### src/rtl/f1_start_seq.sv
// f1_start_seq: F1 start-light sequencer with random hold and reaction timing.
//   clk, rst     : clock, synchronous active-high reset
//   tick         : one-cycle step strobe from the prescaler
//   trigger      : start request, rising edge detected internally
//   stop         : driver reaction input, sampled every clk
//   data_out     : light outputs, bit 0 is the first light
//   busy         : high whenever the sequencer is not idle
//   lights_out   : one-cycle pulse on the all-lights-off event
//   react_valid  : one-cycle pulse when react_time is updated
//   react_time   : last measured reaction in clk cycles (saturating)
//   false_start  : one-cycle pulse when stop arrives before lights-out
module f1_start_seq #(
    parameter int          N_LIGHTS  = 8,
    parameter int          DELAY_W   = 4,
    parameter int          RT_W      = 16,
    parameter logic [15:0] LFSR_SEED = 16'hACE1
) (
    input  logic                clk,
    input  logic                rst,
    input  logic                tick,
    input  logic                trigger,
    input  logic                stop,
    output logic [N_LIGHTS-1:0] data_out,
    output logic                busy,
    output logic                lights_out,
    output logic                react_valid,
    output logic [RT_W-1:0]     react_time,
    output logic                false_start
);
    typedef enum logic [1:0] {IDLE, FILL, HOLD, TIMING} state_t;

    state_t              state_q, state_d;
    logic [N_LIGHTS-1:0] data_q, data_d;
    logic [DELAY_W-1:0]  hold_cnt_q, hold_cnt_d;
    logic [RT_W-1:0]     rcnt_q, rcnt_d;
    logic [RT_W-1:0]     rt_q, rt_d;
    logic [15:0]         lfsr_q, lfsr_d;
    logic                trig_q;
    logic                lo_q, lo_d;
    logic                rv_q, rv_d;
    logic                fs_q, fs_d;
    logic                rise;

    always_comb begin
        rise       = trigger & ~trig_q;
        // Fibonacci LFSR, x^16+x^14+x^13+x^11+1 in right-shift form
        lfsr_d     = {lfsr_q[0] ^ lfsr_q[2] ^ lfsr_q[3] ^ lfsr_q[5], lfsr_q[15:1]};
        state_d    = state_q;
        data_d     = data_q;
        hold_cnt_d = hold_cnt_q;
        rcnt_d     = rcnt_q;
        rt_d       = rt_q;
        lo_d       = 1'b0;
        rv_d       = 1'b0;
        fs_d       = 1'b0;
        case (state_q)
            IDLE: begin
                if (rise) begin
                    state_d = FILL;
                    data_d  = '0;
                end
            end
            FILL, HOLD: begin
                // stop outranks tick: any stop before lights-out is a false start
                if (stop) begin
                    data_d  = '0;
                    fs_d    = 1'b1;
                    state_d = IDLE;
                end else if (tick) begin
                    if (state_q == FILL) begin
                        if (&data_q) begin
                            state_d    = HOLD;
                            hold_cnt_d = lfsr_q[DELAY_W-1:0];
                        end else begin
                            data_d = {data_q[N_LIGHTS-2:0], 1'b1};
                        end
                    end else if (hold_cnt_q == '0) begin
                        data_d  = '0;
                        lo_d    = 1'b1;
                        rcnt_d  = '0;
                        state_d = TIMING;
                    end else begin
                        hold_cnt_d = hold_cnt_q - DELAY_W'(1);
                    end
                end
            end
            TIMING: begin
                if (stop) begin
                    rt_d    = rcnt_q;
                    rv_d    = 1'b1;
                    state_d = IDLE;
                end else if (~&rcnt_q) begin
                    rcnt_d = rcnt_q + RT_W'(1);
                end
            end
            default: state_d = IDLE;
        endcase
    end

    always_ff @(posedge clk) begin
        if (rst) begin
            state_q    <= IDLE;
            data_q     <= '0;
            hold_cnt_q <= '0;
            rcnt_q     <= '0;
            rt_q       <= '0;
            lfsr_q     <= LFSR_SEED;
            trig_q     <= 1'b0;
            lo_q       <= 1'b0;
            rv_q       <= 1'b0;
            fs_q       <= 1'b0;
        end else begin
            state_q    <= state_d;
            data_q     <= data_d;
            hold_cnt_q <= hold_cnt_d;
            rcnt_q     <= rcnt_d;
            rt_q       <= rt_d;
            lfsr_q     <= lfsr_d;
            trig_q     <= trigger;
            lo_q       <= lo_d;
            rv_q       <= rv_d;
            fs_q       <= fs_d;
        end
    end

    assign data_out    = data_q;
    assign busy        = (state_q != IDLE);
    assign lights_out  = lo_q;
    assign react_valid = rv_q;
    assign react_time  = rt_q;
    assign false_start = fs_q;
endmodule

### config.mk
export PLATFORM = sky130hd
export DESIGN_NAME = f1_start_seq
export DESIGN_NICKNAME = d
export VERILOG_FILES = /design/src/rtl/f1_start_seq.sv
export SDC_FILE = /design/constraint.sdc
export NUM_CORES = 1
export LEC_CHECK = 0
export BUFFER_PORTS_ARGS = -buffer_cell sky130_fd_sc_hd__buf_2
export CAP_MARGIN = 20
export CORE_UTILIZATION = 45
export CTS_CLUSTER_SIZE = 40
export DETAILED_ROUTE_END_ITERATION = 10
export PLACE_DENSITY = 0.74
export SLEW_MARGIN = 30
export SYNTH_ARGS = -nofsm -noshare
export SYNTH_HDL_FRONTEND = slang
export SYNTH_SLANG_ARGS = --single-unit
### constraint.sdc
create_clock -name clk -period 6.1 [get_ports clk]
set_clock_uncertainty 0.2 [all_clocks]
set_input_delay 1.22 -clock clk [delete_from_list [all_inputs] [get_ports clk]]
set_output_delay 1.22 -clock clk [all_outputs]
set_load 0.01 [all_outputs]
* Yosys cells after proc, flatten, opt, wreduce, memory -nomap -nowiden
Cells that the tools add are included.
** Storage, ports and cells
- Bits in registers :: 66
- Latch bits :: 0
- RAM bits :: 0
- Memory bits (read-only) :: 0
- Input port bits :: 5
- Output and inout bits :: 28
- Word-level logic and storage cells :: 81
- Memories :: 0
** Operators by class
- Add/sub/neg operators :: 2
- Multiply operators :: 0
- Divide/modulo/power cells :: 0
- Magnitude comparators :: 0
- Equality and inequality tests :: 17
- Shift operators :: 0
- Muxes and demuxes :: 27
- Bitwise logic cells :: 9
- Reductions and logical operators :: 16
** Operator list (count)
- $mux W16 :: 6
- $mux W8 :: 6
- $pmux W16 S2 :: 1
- $ne A2 B2 Y1 const B :: 9
- $add A16 B1 Y16 const B :: 1
- $pmux W8 S2 :: 1
- $reduce_and A16 Y1 :: 1
- $reduce_and A5 Y1 :: 3
- $mux W2 :: 7
- $mux W4 :: 3
- $ne A4 B4 Y1 const B :: 3
- $reduce_and A8 Y1 :: 1
- $reduce_and A7 Y1 :: 1
- $pmux W2 S3 :: 1
- $reduce_bool A2 Y1 :: 3
- $reduce_or A2 Y1 :: 3
- $not A1 Y1 :: 5
- $reduce_or A5 Y1 :: 1
- $eq A2 B2 Y1 const B :: 2
- $logic_not A4 Y1 :: 1
- $sub A4 B1 Y4 const B :: 1
- $ne A3 B3 Y1 const B :: 1
- $xor A1 B1 Y1 :: 3
- $eq A2 B1 Y1 const B :: 1
- other kinds (5) :: 6

* Logic depth before layout (Yosys ltp)
Gate-level depths: netlist of run 1.
- Word-level depth :: 6
- Depth in mapped cells :: 8
- Mapped depth without buffers :: 7

* Least setup slack after synthesis of run 1
Ideal clock, no wire load.
- Path kind :: input-to-reg
- Start point :: input stop
- End point :: register data_q[0], in the netlist data_out[0]
- Setup time :: 0.121 ns
- Arrival time :: 2.508 ns
- Slack :: 3.271 ns
- Cell stages on the path :: 5
- Cell sequence :: clkbuf_1 -> nor2b_1 -> a22o_4 -> nor3_4 -> mux2_4
** On the way
- Word-level cells in the longest chain between the ends :: 2
- Elaborated cells between the ends (all ways) :: 6
- Those cells by class :: eq/ne: 3; mux: 2; reduce/logical: 1
** RTL lines
- from (decl) :: RTL line 22 : input logic stop,
- $ne A4 B4 Y1 (no source line) (tied with other cells)
- $reduce_and A5 Y1 (no source line) or $pmux W8 S2 (tied branches)
- to (signal assigned) :: RTL line 114 : data_q <= data_d;
- to (decl) :: RTL line 33 : logic [N_LIGHTS-1:0] data_q, data_d;
Parallel ways exist; a longest one is shown, timed or not.
A chain may end at the register's enable or synchronous reset.

* Final worst setup path of run 1
- Start point :: input stop
- End point :: register rcnt_q[7]
** On the way
- Word-level cells in the longest chain between the ends :: 2
- Elaborated cells between the ends (all ways) :: 3
- Those cells by class :: eq/ne: 2; reduce/logical: 1
** RTL lines
- $ne A2 B2 Y1 (no source line)
- $reduce_and A7 Y1 (no source line) (*)
- to (signal assigned) :: RTL line 116 : rcnt_q <= rcnt_d;
- to (decl) :: RTL line 35 : logic [RT_W-1:0] rcnt_q, rcnt_d;
Every way passes the cells marked *; elsewhere a longest branch is shown, timed or not.

==> flow_metrics.env, run 1 <==
export IMPL_synthAdderAreaFrac_pct=2.633
export IMPL_rows=28
export IMPL_dr_pass1_iters=4
export IMPL_grt_overflow_total=0
export IMPL_maxSlewViolCount=0
export IMPL_finalWeightedCongestion=0.7645
export IMPL_fp_dieH_um=81.60
export IMPL_cts_buffers=9
export IMPL_track_usage_pct=17.70
export IMPL_setup_slack_ps=3373
export IMPL_wl_per_cell_um=12.79
export IMPL_fin_crit_ps=2727
export IMPL_fin_crit_sh_pct=44.71
export IMPL_drtAntennaViolNets=0
export IMPL_syn_nets=345
export IMPL_outcome="completed"
export IMPL_synth_area_leaders="dfxtp_1 46%, nand2_1 7.5%, a21oi_1 6.8%"
export IMPL_clk_pin_slew_ps=60
export IMPL_syn_to_final_growth_pct=13.25
export IMPL_grt_max_degree=73
export IMPL_vias=2365
export IMPL_ctsHoldBuffers=0
export IMPL_syn_area_mm2=0.002851
export IMPL_die_width_um=81.60
export IMPL_cts_sinks=66
export IMPL_synth_top_area_share_pct=46.34
export IMPL_synth_top_cell_by_area="dfxtp_1"
export IMPL_synthMuxAreaShare_pct=3.335
export IMPL_clockRootBuffer="clkbuf_8"
export IMPL_antennaDiodeCount=0
export IMPL_drive_gt1_share_pct=18.18
export IMPL_drc=0
export IMPL_hold_class="reg -> reg"
export IMPL_netlist_instances=334
export IMPL_p_leak_uw=0.001221
export IMPL_yosysWarnings=0
export IMPL_cts_tree="yes"
export IMPL_fp_dieArea_mm2=0.006659
export IMPL_synth_seq_cells=66
export IMPL_synthFlopType="dfxtp_1"
export IMPL_grt_pass1_wl_um=9066
export IMPL_layout_nets=370
export IMPL_synth_compound_area_share_pct=16.10
export IMPL_wl_um=5602
export IMPL_postSynth_asyncResetShare_pct=0
export IMPL_max_slew_margin_pct=46.55
export IMPL_dp_slack_ps=2674
export IMPL_dp_hpwl_um=3700
export IMPL_worstSetupEndpointType="flip-flop"
export IMPL_fmax_ghz=0.3667
export IMPL_setup_violations=0
export IMPL_cts_resized=0
export IMPL_cts_setup_buffers=0
export IMPL_max_stage_delay_ps=520
export IMPL_synth_xor_xnor_area_share_pct=0.9215
export IMPL_startpoint="stop"
export IMPL_antenna_found_initial=0
export IMPL_synth_top_family_by_area="simple AND/OR/NAND/NOR gates"
export IMPL_p_per_area_mw_per_mm2=297.9
export IMPL_syn_avg_cell_area_um2=8.537
export IMPL_start_util_pct=47.32
export IMPL_worstSetupStartpointType="primary input"
export IMPL_dr_first_iter_drc_count=127
export IMPL_drt_vias_per_instance=5.400
export IMPL_grt_setup_unrepaired="no"
export IMPL_critPathMaxFanout=13
export IMPL_crit_arrival_ps=2770
export IMPL_worst_path_buf_inv=1
export IMPL_fin_tns_setup_ps=0
export IMPL_hold_violations=0
export IMPL_path_delay_family="compound AO/OA/AOI/OAI gates"
export IMPL_ys_types=45
export IMPL_slowest_stage="a21oi_2"
export IMPL_io_buffer_count=32
export IMPL_clockBufferDepth=2
export IMPL_synth_edff_count=0
export IMPL_cts_max_level=3
export IMPL_worst_slew_pin_slew_ps=795.6
export IMPL_synth_simple_area_share_pct=27.12
export IMPL_worstPathRequired_ps=6140
export IMPL_grt_pass1_vias=2073
export IMPL_r2r_start="state_q[0]"
export IMPL_crit_type="in -> reg"
export IMPL_boundaryPins=33
export IMPL_cap_violations=0
export IMPL_synth_seq_area_share_pct=46.34
export IMPL_clkLatencyLatePin_ps=340
export IMPL_min_from="lfsr_q[11]"
export IMPL_crit_chain="buf_2 > nor2_1 > o211ai_1 > a21oi_2 > a41oi_1 > a311oi_1"
export IMPL_fp_coreArea_mm2=0.006026
export IMPL_ir_drop_uv=126.3
[synthesized netlist by cell type, types with 2 or more instances]
| master | number |
|---|---|
| nor2_1 | 19 |
| nand4b_1 | 2 |
| a21oi_1 | 39 |
| nor3_1 | 11 |
| mux2i_1 | 8 |
| nor4_2 | 2 |
| o21bai_1 | 2 |
| inv_1 | 8 |
| ha_1 | 6 |
| or4_1 | 2 |
| or2_2 | 9 |
| nor2b_1 | 11 |
| dfxtp_1 | 66 |
| a311oi_1 | 4 |
| clkbuf_1 | 14 |
| nand4_1 | 4 |
| buf_2 | 3 |
| o31ai_1 | 3 |
| nand2_1 | 57 |
| nand2b_1 | 12 |
| a211oi_1 | 3 |
| a31oi_1 | 2 |
| o2bb2ai_1 | 3 |
| a22oi_1 | 2 |
| xor2_1 | 2 |
| and3_1 | 3 |
| nand3_1 | 9 |
| o21ai_0 | 11 |
[worst reg2reg max path, delay by kind of cell, from the launching register on]
kind                       cells  cell delay, ps
AOI/OAI and AO/OA              3             860
DFF                            1             390
adders and majority gates      1             510
and+or+nand+nor                2             560
[layout by cell type, fill, tap and decap left out, drive strengths merged, types with 3 or more instances in the layout]
cell | synthesis | routed
a311oi | 4 | 4
nand2b | 12 | 12
nor3 | 12 | 12
dfxtp | 66 | 66
nor2b | 11 | 11
mux2i | 8 | 8
nand3 | 9 | 9
inv | 8 | 8
nand4 | 4 | 4
a21oi | 39 | 39
buf | 4 | 32
o2bb2ai | 3 | 3
nor2 | 19 | 19
nor4 | 3 | 3
or2 | 9 | 9
clkbuf | 14 | 13
and3 | 3 | 3
o31ai | 3 | 3
nand2 | 57 | 57
ha | 6 | 6
o21ai | 12 | 12
a211oi | 3 | 3
[through the flow]
stage | area, um^2 | power [uW] | hold WS, ps | util [%] | instances
6_report | 3229 | 962.1 | 214.1 | 53.59 | 438
5_1_grt | 3229 | 1005 | 235.6 | 53.59 | 438
3_5_place_dp | 3037 | 627.3 | 201.9 | 50.39 | 423
4_1_cts | 3226 | 971.4 | 217.7 | 53.53 | 438
2_1_floorplan | 2851 | 595.6 | 189.5 | - | 334
3_3_place_gp | 3034 | 624.8 | 196.3 | 50.35 | 423
[layer usage]
metal / part of all wire (%) / global-route usage (%) / vias to the layer above / routed length [um]
li1: - / - / 1210 / -
met1: 49 / 22.63 / 1111 / 2718
met2: 47 / 28.58 / 31 / 2626
met3: 2.8 / 3.333 / 13 / 157
met4: 1.8 / 8.596 / 0 / 99
met5: 0 / 0 / - / 0
[where the power goes]
group | internal (uW) | total [uW] | switching, uW | leakage (uW)
sequential | 445 | 453 | 7.59 | 0.000537
combinational | 65.1 | 164 | 99.2 | 0.000583
clock | 188 | 345 | 157 | 0.000101
[sequential cells by signal, indices dropped and copies added, names as in the netlist]
| register | flops |
|---|---|
| lights_out | 1 |
| trig_q | 1 |
| rcnt_q | 16 |
| hold_cnt_q | 4 |
| false_start | 1 |
| data_out | 8 |
| react_time | 16 |
| react_valid | 1 |
| lfsr_q | 16 |
| state_q | 2 |
[kinds of logic after synthesis]
| logic type | count (synthesis) |
|---|---|
| mux | 9 |
| buf+inv | 26 |
| flops | 66 |
| xor+xnor | 3 |
| simple gates | 149 |
| fa+ha+maj | 6 |
| compound gates | 75 |
[area by class of cell]
type	count	area (um^2)
Clock buffer	13	178.9
Clock inverter	2	10.01
Fill cell	577	2796
Inverter	8	30.03
Multi-Input combinational cell	242	1433
Sequential cell	66	1321
Tap cell	75	93.84
Timing Repair Buffer	32	162.7
[worst paths after layout]
kind | cells after the start | endpoint | slack, ps
setup / recovery | 6 | rcnt_q[7] | 3370
setup reg to reg | 6 | rcnt_q[6] | 3500
hold reg to reg | 1 | lfsr_q[10] | 210
hold / removal | 1 | lfsr_q[10] | 210
Power figures use the tool's default switching activity.
==> run 2: changes to the inputs <==
==> constraint.sdc (replaced) <==
create_clock -name clk -period 2.8 [get_ports clk]
set_clock_uncertainty 0.2 [all_clocks]
set_input_delay 0.56 -clock clk [delete_from_list [all_inputs] [get_ports clk]]
set_output_delay 0.56 -clock clk [all_outputs]
set_load 0.01 [all_outputs]
==> run 2 against run 1 <==
Die area unchanged. Total power up 150%. Count of clock-buffer cells in the layout down 1. Largest power group is now clock. Sequential cell count unchanged. Via count up 1.6%. Combinational power up 130%. Critical path depth up 1. Clock power rose to 2.9 times the previous value.
==> flow_metrics.env, run 2 (synthesis gave the netlist of run 1 again) <==
export IMPL_max_stage_delay_ps=540
export IMPL_antenna_found_initial=0
export IMPL_syn_to_final_growth_pct=16.85
export IMPL_worst_slew_pin_slew_ps=698.0
export IMPL_track_usage_pct=19.35
export IMPL_global_route_usage_met1_pct=24.43
export IMPL_cap_violations=0
export IMPL_fin_crit_ps=2352
export IMPL_p_per_area_mw_per_mm2=712.4
export IMPL_clockRootBuffer="clkbuf_8"
export IMPL_use_met2_pct=30.00
export IMPL_top_usage_layer="met2"
export IMPL_crit_arrival_ps=2350
export IMPL_fin_crit_sh_pct=83.99
export IMPL_slowest_stage="or4_1"
export IMPL_fin_area_mm2=0.003332
export IMPL_worstSetupEndpointType="flip-flop"
export IMPL_layout_commonest_cell="dfxtp_1"
export IMPL_dr_pass1_iters=4
export IMPL_fp_dieArea_mm2=0.006659
export IMPL_fmax_ghz=0.4252
export IMPL_drt_vias_per_instance=5.398
export IMPL_io_buffer_count=32
export IMPL_worstSetupStartpointType="flip-flop"
export IMPL_cts_sinks=66
export IMPL_start_util_pct=47.32
export IMPL_drtAntennaViolNets=0
export IMPL_clkLatencyLatePin_ps=350
export IMPL_cts_tree="yes"
export IMPL_max_slew_margin_pct=53.08
export IMPL_clk_pin_slew_ps=70
export IMPL_clockBufferDepth=2
export IMPL_rows=28
export IMPL_dp_hpwl_um=3838
export IMPL_dr_first_iter_drc_count=180
export IMPL_drc=0
export IMPL_setup_violations=0
export IMPL_grt_pass1_wl_um=9680
export IMPL_post_dp_cell_area_mm2=0.003079
export IMPL_layout_nets=376
export IMPL_cts_buffers=9
export IMPL_grt_overflow_total=0
export IMPL_p_leak_uw=0.001274
export IMPL_path_delay_family="simple AND/OR/NAND/NOR gates"
export IMPL_fp_coreArea_mm2=0.006026
export IMPL_critPathMaxFanout=7
export IMPL_grt_max_degree=38
export IMPL_final_cell_mix="66 x dfxtp_1, 57 x nand2_1, 39 x a21oi_1"
export IMPL_vias=2402
export IMPL_ir_drop_uv=398.0
export IMPL_crit_chain="inv_1 > ha_1 > nor2b_1 > nand2_1 > or4_1 > o21ai_0 > a221oi_1"
export IMPL_fin_tns_setup_ps=0
export IMPL_grt_setup_unrepaired="no"
export IMPL_worst_path_buf_inv=1
export IMPL_hold_class="reg -> reg"
export IMPL_outcome="completed"
export IMPL_ctsHoldBuffers=0
export IMPL_wl_um=5964
export IMPL_crit_type="reg -> reg"
export IMPL_fp_dieH_um=81.60
export IMPL_cts_setup_buffers=0
export IMPL_cts_max_level=3
export IMPL_use_met3_pct=6.000
export IMPL_finalWeightedCongestion=0.8314
export IMPL_die_width_um=81.60
export IMPL_grt_pass1_vias=2080
export IMPL_boundaryPins=33
export IMPL_drive_gt1_share_pct=19.19
export IMPL_hold_violations=0
export IMPL_worstPathRequired_ps=2800
export IMPL_wl_per_cell_um=13.40
export IMPL_maxSlewViolCount=0
export IMPL_antennaDiodeCount=0
export IMPL_cts_resized=0
[run 2: cell count changes in the layout (fill, tap and decap cells not counted), moves of 2 or more]
| cell | delta |
|---|---|
| clkinv_2 | -2 |
| clkbuf_8 | -2 |
| buf_4 | +5 |
| bufinv_16 | +3 |
[run 2: worst reg2reg max path, cell delays in order (launching register included)]
cell	delay, ps
dfxtp_1	390
inv_1	70
ha_1	390
nor2b_1	260
nand2_1	180
or4_1	540
o21ai_0	90
a221oi_1	90
[run 2: layer usage]
metal	part of all wire [%]	wire (um)	vias up
li1	-	-	1229
met5	0	0	-
met3	4.7	283	11
met4	1.9	113	0
met2	47	2828	63
met1	46	2739	1099
[run 2: final cells by class]
type | count | area [um^2]
Fill cell | 575 | 2694
Multi-Input combinational cell | 242 | 1429
Sequential cell | 66 | 1321
Timing Repair Buffer | 38 | 205.2
Clock buffer | 12 | 155.1
Clock inverter | 4 | 97.59
Tap cell | 75 | 93.84
Inverter | 8 | 30.03
[run 2: final timing paths]
path              startpoint       endpoint  slack (ps)  depth (start not counted)
setup / recovery  state_q[0]  hold_cnt_q[0]         450                          7
hold / removal     lfsr_q[8]      lfsr_q[7]         210                          1
setup reg to reg  state_q[0]  hold_cnt_q[0]         450                          7
hold reg to reg    lfsr_q[8]      lfsr_q[7]         210                          1
[run 2: where the power goes]
group | internal, uW | switching [uW] | total (uW)
combinational | 152 | 224 | 376
sequential | 970 | 18.0 | 988
clock | 641 | 369 | 1010
total | 1760 | 611 | 2370
[run 2: through the flow]
step / cells / setup WS (ps) / total power (uW) / util (%) / hold slack (ps)
after floorplan: 334 / 554.1 / 1298 / - / 189.5
after global placement: 429 / 571.5 / 1370 / 51.10 / 193.2
after detailed placement: 429 / 482.7 / 1384 / 51.10 / 197.1
after CTS: 445 / 442.3 / 2385 / 55.29 / 213.9
after global routing: 445 / 264.1 / 2478 / 55.29 / 221.7
final: 445 / 448.3 / 2374 / 55.29 / 210.9
